`src/rtl/bus_dispatcher.sv`:
```
// Packs register-access requests into frames and routes each one to a per-switch FIFO.
// The block is a one-entry pipeline with valid/ready handshake, full backpressure and saturating status counters.
module bus_dispatcher #(
  parameter int NUM_SW_INST = 5,
  parameter int SW_ADDR_W   = 3,
  parameter int REG_ADDR_W  = 5,
  parameter int W_WIDTH     = 8,
  parameter int ID_WIDTH    = 8,
  parameter int FRAME_WIDTH = 32,
  parameter int CNT_WIDTH   = 16
) (
  input  logic                            clk,
  input  logic                            rst,
  input  logic                            en_in,
  input  logic                            valid,
  output logic                            ready,
  input  logic                            wr_rd_op,
  input  logic [ID_WIDTH-1:0]             op_id,
  input  logic [SW_ADDR_W+REG_ADDR_W-1:0] addr_in,
  input  logic [W_WIDTH-1:0]              wr_data_in,
  input  logic [NUM_SW_INST-1:0]          fifo_full,
  output logic [FRAME_WIDTH-1:0]          frame_out,
  output logic [NUM_SW_INST-1:0]          fifo_wr_en,
  output logic                            addr_err,
  input  logic                            clr_cnt,
  output logic [CNT_WIDTH-1:0]            err_cnt,
  output logic [CNT_WIDTH-1:0]            stall_cnt
);

  localparam int PAYLOAD_W = REG_ADDR_W + 1 + W_WIDTH + ID_WIDTH;

  typedef enum logic [1:0] {IDLE, SEND, WAIT} state_t;

  state_t                  state;
  logic [SW_ADDR_W-1:0]    tgt;
  logic [FRAME_WIDTH-1:0]  frame_q;
  logic                    addr_err_q;

  logic [SW_ADDR_W-1:0]    sw;
  logic [REG_ADDR_W-1:0]   reg_addr;
  logic                    in_range;
  logic                    pending;
  logic                    fire;
  logic                    accept;
  logic                    load;
  logic [FRAME_WIDTH-1:0]  frame_next;

  assign sw       = addr_in[SW_ADDR_W+REG_ADDR_W-1 -: SW_ADDR_W];
  assign reg_addr = addr_in[REG_ADDR_W-1:0];
  assign in_range = {1'b0, sw} < (SW_ADDR_W+1)'(NUM_SW_INST);

  assign pending = (state != IDLE);
  assign fire    = pending && !fifo_full[tgt];
  // Gated by rst so the source never sees a handshake while the block is held in reset
  assign ready   = !rst && en_in && ((state == IDLE) || fire);
  assign accept  = valid && ready;
  assign load    = accept && in_range;

  assign fifo_wr_en = fire ? (NUM_SW_INST'(1) << tgt) : '0;
  assign frame_out  = frame_q;
  assign addr_err   = addr_err_q;

  always_comb begin
    frame_next = '0;
    frame_next[PAYLOAD_W-1:0] = {reg_addr, wr_rd_op, wr_data_in, op_id};
  end

  always_ff @(posedge clk or posedge rst) begin
    if (rst) begin
      state      <= IDLE;
      tgt        <= '0;
      frame_q    <= '0;
      addr_err_q <= 1'b0;
    end else begin
      addr_err_q <= accept && !in_range;
      case (state)
        IDLE: begin
          if (load) begin
            state   <= SEND;
            frame_q <= frame_next;
            tgt     <= sw;
          end
        end
        default: begin
          if (fire) begin
            if (load) begin
              state   <= SEND;
              frame_q <= frame_next;
              tgt     <= sw;
            end else begin
              state   <= IDLE;
              frame_q <= '0;
            end
          end else begin
            state <= WAIT;
          end
        end
      endcase
    end
  end

  // Only WAIT cycles count as stalls; the first blocked cycle sits in SEND
  always_ff @(posedge clk or posedge rst) begin
    if (rst) begin
      err_cnt   <= '0;
      stall_cnt <= '0;
    end else if (clr_cnt) begin
      err_cnt   <= '0;
      stall_cnt <= '0;
    end else begin
      if (accept && !in_range && (err_cnt != '1))
        err_cnt <= err_cnt + 1'b1;
      if ((state == WAIT) && !fire && (stall_cnt != '1))
        stall_cnt <= stall_cnt + 1'b1;
    end
  end

endmodule

```
`config.mk`:
```
export PLATFORM = sky130hd
export DESIGN_NAME = bus_dispatcher
export DESIGN_NICKNAME = d
export VERILOG_FILES = /design/src/rtl/bus_dispatcher.sv
export SDC_FILE = /design/constraint.sdc
export NUM_CORES = 1
export LEC_CHECK = 0
export ABC_AREA = 1
export CAP_MARGIN = 10
export CORE_AREA = 3 3 89 91
export CTS_CLUSTER_DIAMETER = 100
export DETAILED_ROUTE_END_ITERATION = 8
export DIE_AREA = 0 0 92 94
export PLACE_DENSITY = 0.91
export SYNTH_ARGS = -nofsm -noshare
export SYNTH_HDL_FRONTEND = slang
export SYNTH_SLANG_ARGS = --single-unit
```
`constraint.sdc`:
```
create_clock -name clk -period 2.6 [get_ports clk]
set_input_delay 0.26 -clock clk [delete_from_list [all_inputs] [get_ports clk]]
set_output_delay 0.26 -clock clk [all_outputs]
set_load 0.02 [all_outputs]
```
==> results_dict.tcl <==
set metrics [dict create \
    whs_ns 0.461 \
    fin_tns_setup_ns 0 \
    layout.nets 570 \
    outcome "complete, no violations" \
    die-area_mm2 0.00865 \
    setup_viol 0 \
    fin_total_pwr_mw 2.56 \
    period_needed_ns 2.44 \
    rrSetupSlack_ns 0.48 \
    hp-class "input pin to flop" \
    cp_max_fo 7 \
    most-common-layout-cells "nand2_1, clkdlybuf4s50_1, nand3_1, dfrtp_1, inv_1" \
    path_class "flop to output port" \
    diodes 0 \
    grt_max_degree 61 \
    die_x_um 92 \
    pin_count 106 \
    setup.worst_path.start "tgt[2]" \
    fin_skew_ns 0.0101 \
    rows 31 \
    drtAntennaViolNets 0 \
    power_density_mw_per_mm2 561 \
    routed_wl_um 8890 \
    slew_headroom_pct 49.0 \
    fin_util_pct 63.2 \
    r2r_start "tgt[2]" \
    worstPathRequired_ns 2.34 \
    layout_commonest_cell "nand2_1" \
    syn_to_final_growth_pct 35.7 \
    worst_pin_slew_ns 0.765 \
    antenna_found_initial 0 \
    initial_core_util_pct 46.5 \
    clock_latency_ns 0.33 \
    cp-endpoint "fifo_wr_en[4]" \
    cts_hold_buf 0 \
    yosys_warnings 0 \
    maxCapViolations 0 \
    cp-start-kind "flop" \
    hold_depth 3 \
    wire_per_inst_um 14.0 \
    gp_congestion 0.914 \
    drive_gt1_share_pct 6.13 \
    rr_worst_depth 10 \
    vias 3243 \
    port_buffers 95 \
    grt_util_all_layers_pct 21.6 \
    avgSynthCellArea_um2 7.68 \
    yosysSeqAreaShare_pct 44.7 \
    clockBufferDepth 2 \
    vias_per_cell 5.09 \
    grt_pass1_wl_um 14900 \
    peakVddDrop_mv 0.402 \
    hold_violations 0 \
    maxSlewViolCount 0 \
    clkSlewWorstSetupHoldPaths_ns 0.07 \
    synthDistinctLibCells 27 \
    drc 0 \
    cts_root_buf "clkbuf_8" \
    htreeDepth 3 \
    fp.dieH_um 94 \
    fmax_mhz 409 \
    cts_setup_buffers 0 \
    p_leak_nw 2.31 \
    grt-ovfl-total 0 \
    crit_arrival_ns 2.18 \
    clock-sinks 60 \
    syn_area_mm2 0.00336 \
    dp_hpwl_um 6460 \
    cts_tree "done" \
    grt_pass1_vias 3145 \
    synthCells 437 \
    core_area_mm2 0.00721 \
    rsz0062_at_grt "false" \
    worstReg2RegEnd "frame_out[12]" \
    ys_seq_elements 60 \
    cp-end-kind "output port" \
    period_share_pct 94.0 \
    drtIter0Drc 150 \
    numCtsBuffers 9 \
    dr.pass1.iters 4 \
]
==> logic make-up (layout without fill, tap and decap cells) <==
kind of cell / Yosys count / after routing / synth area share [%]
other: 1 / 10 / 0.112
buffers and inverters: 68 / 160 / 10.0
flip-flops: 60 / 60 / 44.7
AND/OR/NAND/NOR: 268 / 268 / 35.4
AO/OA/AOI/OAI: 11 / 11 / 1.97
adder cells (fa/ha/maj): 2 / 2 / 0.745
XOR/XNOR: 27 / 27 / 7.04
==> cell usage after synthesis <==
library cell	instances	area share [%]
conb_1	1	0.11
ha_1	2	0.75
buf_4	12	2.7
nor2_2	1	0.19
inv_1	40	4.5
nor2_1	38	4.2
nand2_2	3	0.56
and3_1	1	0.19
nand4_1	7	1.3
o21ai_1	1	0.15
dfrtp_1	60	45
o21ai_0	8	1.2
nand3b_2	1	0.34
nand2_1	117	13
clkbuf_1	5	0.56
a21oi_1	1	0.15
inv_2	1	0.11
xnor2_1	2	0.52
nor4_1	4	0.75
nand3_1	86	13
buf_1	1	0.11
buf_6	4	1.3
nor3_1	8	1.2
buf_2	5	0.75
xor2_1	25	6.5
nand4_2	2	0.75
a21oi_4	1	0.48
==> worst max-delay path, cell delays in order, from the launching register on <==
cell and delay [ns]:
dfrtp_1 0.47, inv_1 0.12, nor2_1 0.12, nor2_1 0.07, o21ai_1 0.09, nand2_2 0.11, nand2_2 0.11, nand2_1 0.14
nor3_1 0.23, dlygate4sd2_1 0.40
==> state kept, by name (all words and copies together), names as in the netlist <==
name,flops
addr_err,1
err_cnt,16
frame_out,22
stall_cnt,16
state,2
tgt,3
==> power breakdown <==
part / total (mW) / internal, mW / switching [mW]
Clock: 0.927 / 0.562 / 0.366
Combinational: 0.547 / 0.236 / 0.311
Sequential: 1.08 / 1.02 / 0.0644
Total: 2.56 / 1.81 / 0.741
==> worst min-delay path by stage <==
stage                            start           end  slack (ns)
final                         op_id[4]  frame_out[4]        0.46
after global routing          op_id[4]  frame_out[4]        0.47
after CTS                     op_id[4]  frame_out[4]        0.45
after detailed placement  frame_out[5]  frame_out[5]        0.49
after global placement    frame_out[6]  frame_out[6]        0.48
after floorplan                    rst      addr_err        0.37
==> per-layer routing <==
metal  track usage, %  vias up  wire (um)
met5                0        -          0
met4             11.9        0        375
met3             3.29       30        271
met2             37.8       93       4720
met1             25.4     1541       3520
li1                 -     1579          -
==> area by class of cell <==
class,instances,area (um2)
fill,625,2660
timing repair buffer,103,1000
clock buffer,11,141
inverter,41,158
clock inverter,5,75.1
sequential,60,1500
tap,99,124
multi-input combinational,318,1550
==> metrics by stage <==
step,instance area [um2],std cells,worst slack [ns]
CTS,4560,637,0.178
detailed placement,4350,621,0.125
global placement,4350,621,0.298
floorplan,3400,446,0.524
global route,4560,637,0.0727
finish,4560,637,0.156
==> repair_timing <==
action,in CTS,in global routing
endpoints found under the hold margin,0,0
endpoints found under the setup margin,5,0
resized for setup,5,0
Power figures use the tool's default switching activity.
